<file path="src/rtl/pipeline_pkg.sv">
// Shared pipeline definitions: MIPS opcode/function constants, the issue-queue
// entry layout and the predecode record consumed by the dual-issue pairing logic.
package pipeline_pkg;

  // Primary opcodes
  localparam logic [5:0] OP_SPECIAL = 6'h00;
  localparam logic [5:0] OP_REGIMM  = 6'h01;
  localparam logic [5:0] OP_J       = 6'h02;
  localparam logic [5:0] OP_JAL     = 6'h03;
  localparam logic [5:0] OP_BEQ     = 6'h04;
  localparam logic [5:0] OP_BNE     = 6'h05;
  localparam logic [5:0] OP_BLEZ    = 6'h06;
  localparam logic [5:0] OP_BGTZ    = 6'h07;
  localparam logic [5:0] OP_ADDI    = 6'h08;
  localparam logic [5:0] OP_ADDIU   = 6'h09;
  localparam logic [5:0] OP_SLTI    = 6'h0a;
  localparam logic [5:0] OP_SLTIU   = 6'h0b;
  localparam logic [5:0] OP_ANDI    = 6'h0c;
  localparam logic [5:0] OP_ORI     = 6'h0d;
  localparam logic [5:0] OP_XORI    = 6'h0e;
  localparam logic [5:0] OP_LUI     = 6'h0f;
  localparam logic [5:0] OP_COP0    = 6'h10;
  localparam logic [5:0] OP_LB      = 6'h20;
  localparam logic [5:0] OP_LH      = 6'h21;
  localparam logic [5:0] OP_LWL     = 6'h22;
  localparam logic [5:0] OP_LW      = 6'h23;
  localparam logic [5:0] OP_LBU     = 6'h24;
  localparam logic [5:0] OP_LHU     = 6'h25;
  localparam logic [5:0] OP_LWR     = 6'h26;
  localparam logic [5:0] OP_SB      = 6'h28;
  localparam logic [5:0] OP_SH      = 6'h29;
  localparam logic [5:0] OP_SWL     = 6'h2a;
  localparam logic [5:0] OP_SW      = 6'h2b;
  localparam logic [5:0] OP_SWR     = 6'h2e;

  // SPECIAL function codes
  localparam logic [5:0] FN_SLL     = 6'h00;
  localparam logic [5:0] FN_SRL     = 6'h02;
  localparam logic [5:0] FN_SRA     = 6'h03;
  localparam logic [5:0] FN_JR      = 6'h08;
  localparam logic [5:0] FN_JALR    = 6'h09;
  localparam logic [5:0] FN_SYSCALL = 6'h0c;
  localparam logic [5:0] FN_BREAK   = 6'h0d;
  localparam logic [5:0] FN_MFHI    = 6'h10;
  localparam logic [5:0] FN_MTHI    = 6'h11;
  localparam logic [5:0] FN_MFLO    = 6'h12;
  localparam logic [5:0] FN_MTLO    = 6'h13;
  localparam logic [5:0] FN_MULT    = 6'h18;
  localparam logic [5:0] FN_MULTU   = 6'h19;
  localparam logic [5:0] FN_DIV     = 6'h1a;
  localparam logic [5:0] FN_DIVU    = 6'h1b;
  localparam logic [5:0] FN_ADDU    = 6'h21;

  // REGIMM rt selectors
  localparam logic [4:0] BLTZ       = 5'h00;
  localparam logic [4:0] BGEZ       = 5'h01;
  localparam logic [4:0] BLTZAL     = 5'h10;
  localparam logic [4:0] BGEZAL     = 5'h11;

  // COP0 rs selectors
  localparam logic [4:0] COP0_MF    = 5'h00;
  localparam logic [4:0] COP0_MT    = 5'h04;

  typedef struct packed {
    logic [31:0] pc;
    logic [31:0] instr;
    logic        exc;
  } iq_entry_t;

  typedef struct packed {
    logic       is_branch;
    logic       is_mem;
    logic       is_serial;
    logic [4:0] src1;
    logic [4:0] src2;
    logic [4:0] dst;
  } predecode_t;

endpackage

</file>
<file path="src/rtl/instr_predecode.sv">
// Combinational predecoder: classifies one instruction word for the pairing
// rules (branch, memory, serialising) and extracts its register sources/dest.
module instr_predecode
  import pipeline_pkg::*;
(
  input  logic [31:0] instr,
  output predecode_t  pd
);

  logic [5:0] op;
  logic [5:0] fn;
  logic [4:0] rs;
  logic [4:0] rt;
  logic [4:0] rd;

  assign op = instr[31:26];
  assign rs = instr[25:21];
  assign rt = instr[20:16];
  assign rd = instr[15:11];
  assign fn = instr[5:0];

  // Opcode-class decode; sources mirror the decode stage's register-read selection
  always_comb begin
    pd = '0;
    case (op)
      OP_SPECIAL: begin
        pd.dst  = rd;
        pd.src1 = rs;
        pd.src2 = rt;
        case (fn)
          FN_SLL, FN_SRL, FN_SRA: pd.src1 = 5'd0;
          FN_JR, FN_JALR:         pd.is_branch = 1'b1;
          FN_SYSCALL, FN_BREAK, FN_MFHI, FN_MTHI, FN_MFLO, FN_MTLO,
          FN_MULT, FN_MULTU, FN_DIV, FN_DIVU: pd.is_serial = 1'b1;
          default: ;
        endcase
      end
      OP_REGIMM: begin
        pd.src1 = rs;
        if (rt == BLTZ || rt == BGEZ || rt == BLTZAL || rt == BGEZAL)
          pd.is_branch = 1'b1;
        if (rt == BLTZAL || rt == BGEZAL)
          pd.dst = 5'd31;
      end
      OP_J: pd.is_branch = 1'b1;
      OP_JAL: begin
        pd.is_branch = 1'b1;
        pd.dst       = 5'd31;
      end
      OP_BEQ, OP_BNE: begin
        pd.is_branch = 1'b1;
        pd.src1      = rs;
        pd.src2      = rt;
      end
      OP_BLEZ, OP_BGTZ: begin
        pd.is_branch = 1'b1;
        pd.src1      = rs;
      end
      OP_ADDI, OP_ADDIU, OP_SLTI, OP_SLTIU, OP_ANDI, OP_ORI, OP_XORI: begin
        pd.src1 = rs;
        pd.dst  = rt;
      end
      OP_LUI: pd.dst = rt;
      OP_COP0: begin
        pd.is_serial = 1'b1;
        if (rs == COP0_MF)      pd.dst  = rt;
        else if (rs == COP0_MT) pd.src2 = rt;
      end
      OP_LB, OP_LH, OP_LW, OP_LBU, OP_LHU: begin
        pd.is_mem = 1'b1;
        pd.src1   = rs;
        pd.dst    = rt;
      end
      OP_LWL, OP_LWR: begin
        // Partial-word loads merge into the old rt value, so rt is also read
        pd.is_mem = 1'b1;
        pd.src1   = rs;
        pd.src2   = rt;
        pd.dst    = rt;
      end
      OP_SB, OP_SH, OP_SWL, OP_SW, OP_SWR: begin
        pd.is_mem = 1'b1;
        pd.src1   = rs;
        pd.src2   = rt;
      end
      default: ;
    endcase
    // Canonical NOP moves no registers at all
    if (instr == 32'h0) begin
      pd.src1 = 5'd0;
      pd.src2 = 5'd0;
      pd.dst  = 5'd0;
    end
  end

endmodule

</file>
<file path="src/rtl/decode_issue_queue.sv">
// Circular instruction buffer between fetch and decode. Accepts up to FETCH_W
// instructions per cycle, presents up to ISSUE_W head entries per cycle and
// decides how many may issue together under the dual-issue pairing rules.
module decode_issue_queue
  import pipeline_pkg::*;
#(
  parameter int DEPTH   = 8,
  parameter int FETCH_W = 2,
  parameter int ISSUE_W = 2
) (
  input  logic                       clk,
  input  logic                       reset,
  input  logic                       flush,
  input  logic                       in_valid,
  input  logic [$clog2(FETCH_W):0]   in_count,
  input  logic [FETCH_W*32-1:0]      in_pc,
  input  logic [FETCH_W*32-1:0]      in_instr,
  input  logic [FETCH_W-1:0]         in_exc,
  output logic                       in_ready,
  input  logic                       out_ready,
  output logic [ISSUE_W-1:0]         out_valid,
  output logic [ISSUE_W*32-1:0]      out_pc,
  output logic [ISSUE_W*32-1:0]      out_instr,
  output logic [ISSUE_W-1:0]         out_exc,
  output logic [$clog2(DEPTH):0]     count
);

  localparam int PTR_W = $clog2(DEPTH);
  localparam int CNT_W = PTR_W + 1;

  iq_entry_t        mem_q [DEPTH];
  iq_entry_t        mem_d [DEPTH];
  logic [PTR_W-1:0] head_q, head_d;
  logic [PTR_W-1:0] tail_q, tail_d;
  logic [CNT_W-1:0] count_q, count_d;

  // Two candidate slots are always read; slot 1 is simply unused when ISSUE_W=1
  iq_entry_t  slot_e  [2];
  predecode_t slot_pd [2];
  logic [1:0] issue_n;
  logic [1:0] pop_n;
  logic       pair_ok;
  logic       push;

  genvar gi;

  generate
    for (gi = 0; gi < 2; gi++) begin : g_slot_rd
      assign slot_e[gi] = mem_q[PTR_W'(head_q + PTR_W'(gi))];
    end

    for (gi = 0; gi < ISSUE_W; gi++) begin : g_predecode
      instr_predecode u_predecode (
        .instr (slot_e[gi].instr),
        .pd    (slot_pd[gi])
      );
    end

    if (ISSUE_W < 2) begin : g_no_slot1
      assign slot_pd[1] = '0;
    end

    for (gi = 0; gi < ISSUE_W; gi++) begin : g_out
      assign out_valid[gi]          = (issue_n > 2'(gi));
      assign out_pc[gi*32 +: 32]    = slot_e[gi].pc;
      assign out_instr[gi*32 +: 32] = slot_e[gi].instr;
      assign out_exc[gi]            = slot_e[gi].exc;
    end
  endgenerate

  // Ready depends on registered occupancy only, so a same-cycle pop never widens it
  assign in_ready = (count_q <= CNT_W'(DEPTH - FETCH_W));
  assign count    = count_q;

  // Issue count: branch holds for its delay slot, then pairing restrictions on slot 1
  always_comb begin
    issue_n = 2'd0;
    pair_ok = 1'b0;
    if (count_q != '0) begin
      if (ISSUE_W == 2) begin
        if (count_q < CNT_W'(2)) begin
          issue_n = slot_pd[0].is_branch ? 2'd0 : 2'd1;
        end else begin
          pair_ok = !slot_e[0].exc && !slot_e[1].exc && !slot_pd[1].is_branch &&
                    !slot_pd[0].is_serial && !slot_pd[1].is_serial;
          // A branch always takes its delay slot, regardless of hazards on it
          if (!slot_pd[0].is_branch) begin
            if (slot_pd[0].is_mem && slot_pd[1].is_mem)
              pair_ok = 1'b0;
            if (slot_pd[0].dst != 5'd0 &&
                (slot_pd[1].src1 == slot_pd[0].dst || slot_pd[1].src2 == slot_pd[0].dst))
              pair_ok = 1'b0;
          end
          issue_n = pair_ok ? 2'd2 : 2'd1;
        end
      end else begin
        issue_n = 2'd1;
      end
    end
  end

  // Next-state: flush wins, otherwise pop from head and append the fetch group at tail
  always_comb begin
    push    = in_valid && in_ready;
    pop_n   = out_ready ? issue_n : 2'd0;
    mem_d   = mem_q;
    head_d  = head_q;
    tail_d  = tail_q;
    count_d = count_q;
    if (flush) begin
      head_d  = '0;
      tail_d  = '0;
      count_d = '0;
    end else begin
      head_d = PTR_W'(head_q + PTR_W'(pop_n));
      if (push) begin
        for (int i = 0; i < FETCH_W; i++) begin
          if (i < int'(in_count)) begin
            mem_d[PTR_W'(tail_q + PTR_W'(i))] = '{pc:    in_pc[i*32 +: 32],
                                                  instr: in_instr[i*32 +: 32],
                                                  exc:   in_exc[i]};
          end
        end
        tail_d = PTR_W'(tail_q + PTR_W'(in_count));
      end
      count_d = count_q + (push ? CNT_W'(in_count) : CNT_W'(0)) - CNT_W'(pop_n);
    end
  end

  // Pointer and occupancy registers
  always_ff @(posedge clk or posedge reset) begin
    if (reset) begin
      head_q  <= '0;
      tail_q  <= '0;
      count_q <= '0;
    end else begin
      head_q  <= head_d;
      tail_q  <= tail_d;
      count_q <= count_d;
    end
  end

  // Entry storage; contents are meaningless until written, so no reset
  always_ff @(posedge clk) begin
    mem_q <= mem_d;
  end

endmodule

</file>
<file path="config.mk">
export PLATFORM = sky130hd
export DESIGN_NAME = decode_issue_queue
export DESIGN_NICKNAME = d
export VERILOG_FILES = /design/src/rtl/pipeline_pkg.sv /design/src/rtl/instr_predecode.sv /design/src/rtl/decode_issue_queue.sv
export SDC_FILE = /design/constraint.sdc
export NUM_CORES = 2
export LEC_CHECK = 0
export BUFFER_PORTS_ARGS = -buffer_cell sky130_fd_sc_hd__buf_2
export CAP_MARGIN = 20
export CORE_MARGIN = 2
export CORE_UTILIZATION = 56
export CTS_BUF_LIST = sky130_fd_sc_hd__clkbuf_16
export DETAILED_ROUTE_END_ITERATION = 6
export PLACE_DENSITY = 0.78
export SYNTH_ARGS = -nofsm -noshare
export SYNTH_HDL_FRONTEND = slang
export SYNTH_HIERARCHICAL = 1
export SYNTH_SLANG_ARGS = --single-unit
</file>
<file path="constraint.sdc">
create_clock -name clk -period 23.7 [get_ports clk]
set_clock_uncertainty 0.05 [all_clocks]
set_input_delay 7.11 -clock clk [delete_from_list [all_inputs] [get_ports clk]]
set_output_delay 7.11 -clock clk [all_outputs]
set_load 0.02 [all_outputs]
</file>
==> results.ini <==
[outcome]
status = finished clean

[cells_and_area]
fillers = 4969
fin_cells = 4004
fin_area_mm2 = 0.0393
final-seq-area_mm2 = 0.0159
multiInputGateArea_mm2 = 0.0186
layout_common_cells = 529 x mux2i_1, 520 x edfxtp_1, 275 x nand2_1, 273 x buf_2, 272 x nor2_1
area_growth_pct = 8.01
fin_nets = 3235
drive_gt1_frac = 0.259
fin_util = 0.611
final_common_cell = mux2i_1

[critical_path]
path_cells = ha_4 > buf_4 > buf_4 > buf_16 > mux4_2 > mux2_2 > or3_1 > o311ai_2 > o22ai_1 > xnor2_1 > nand3_1 > o22ai_1 > a21oi_2 > and2_1 > buf_2
crit_path_start_kind = flip-flop
worstSetupEndpointType = output pin
crit_fanout = 43
cpMaxStageDelayCell = ha_4
crit_arrival_ps = 6870
cpPeakStageDelay_ps = 1020
cp.required_ps = 16540
critPathTopFamily = buffers and inverters
crit_buf_inv = 4
critPathKind = reg2out

[floorplan]
die_x_um = 259
die_area_mm2 = 0.0671
start_util = 0.566
die_h_um = 259
ios = 274
num_rows = 93
core_mm2 = 0.0643

[drt]
drc = 0
drt-initial-drc-count = 3805
wl_per_cell_um = 27.1
drt-pass1-iter-count = 6
drt-total-wl_mm = 108
viasPerCell = 6.77
ant_nets = 0
vias = 27108

[sta]
rsz0062_at_grt = false
relSlewSlack = 0.182
period_needed_ps = 14030
hold_violations = 0
post-route-period-util = 0.592
tightest_slew_ps = 1230
fmax_mhz = 71.3
setup_tns_ps = 0
finalSetupViolCount = 0
slew_violations = 0

[cts]
h-tree-depth = 2
clkTransAtPathRegs_ps = 60
cts_sinks = 530
cts-root-buf = clkbuf_16
cts_tree = built
clock_latency_ps = 640
cts.hold.buffers_added = 0
clockBufferDepth = 3
cts_setup_buffers = 0
cts_made_buffers = 60
cts_resized = 0

[place]
gp_congestion = 0.937
portBuffers = 273
dp.cells = 3872
place_area_mm2 = 0.0374
dp_hpwl_mm = 64.4

[grt]
grt_pass1_vias = 26595
grt_use_total = 0.318
grt_first_pass_wirelength_mm = 163
grt_max_degree = 204
overflow = 0
antenna_found_initial = 31

[yosys]
synthCells = 3092
synth_nets = 3244
synth_area_per_cell_um2 = 11.8
syn-cell-area_mm2 = 0.0364
yosysWarnings = 6

[hold_path]
holdCritPathClass = reg2reg

[pwr]
power_density_mw_per_mm2 = 111
peakVddDrop_mv = 0.0897
p_leak_nw = 13.6

[flow_run]
cap_viol_max_count = 0

-- worst min-delay path, stage by stage, from the launching register on --
cell and delay [ps]:
edfxtp_1 360, mux2i_1 80, o21ai_1 110
-- metrics by stage --
| stage | setup slack [ps] | power, mW | hold WS, ps |
|---|---|---|---|
| floorplan | 1760 | 2.94 | 539 |
| global placement | 9980 | 3.39 | 575 |
| detailed placement | 9960 | 3.45 | 596 |
| CTS | 9290 | 4.33 | 604 |
| global route | 9230 | 4.53 | 644 |
| finish | 9670 | 4.36 | 612 |
-- power breakdown --
group          switching, mW  internal [mW]  leakage [nW]
logic                   1.21          0.922          7.67
clock network          0.399          0.487         0.918
registers              0.115           1.23          4.96
total                   1.72           2.64          13.6
-- flip-flops by register name, summed over array words and instances (netlist names) --
name and cells:
count 4, head_q 3, mem_q 520, tail_q 3
-- routing by layer --
layer	GRT usage	vias to the layer above	routed length [um]
met5	0	-	194
met4	0.119	30	3310
met3	0.0843	257	14800
met2	0.488	1899	50000
met1	0.437	13279	40100
li1	-	11643	-
-- worst paths after layout --
kind | to | startpoint | cells after the start | slack (ps)
min | mem_q[251] | mem_q[251] | 2 | 610
max | out_valid[1] | head_q[1] | 15 | 9670
max reg2reg | count[3] | head_q[1] | 21 | 16050
max in group asynchronous | head_q[2] | reset | 2 | 16890
min reg2reg | mem_q[251] | mem_q[251] | 2 | 610
min in group asynchronous | head_q[0] | reset | 2 | 6400
-- layout make-up --
class / count / share of cell area
Inverter: 25 / 0.00238
Clock inverter: 48 / 0.00750
Timing Repair Buffer: 321 / 0.0462
Tap cell: 855 / 0.0272
Sequential cell: 530 / 0.403
Multi-Input combinational cell: 2145 / 0.474
Antenna cell: 20 / 0.00127
Clock buffer: 60 / 0.0382
No activity file was read; power rests on OpenSTA's default activity.
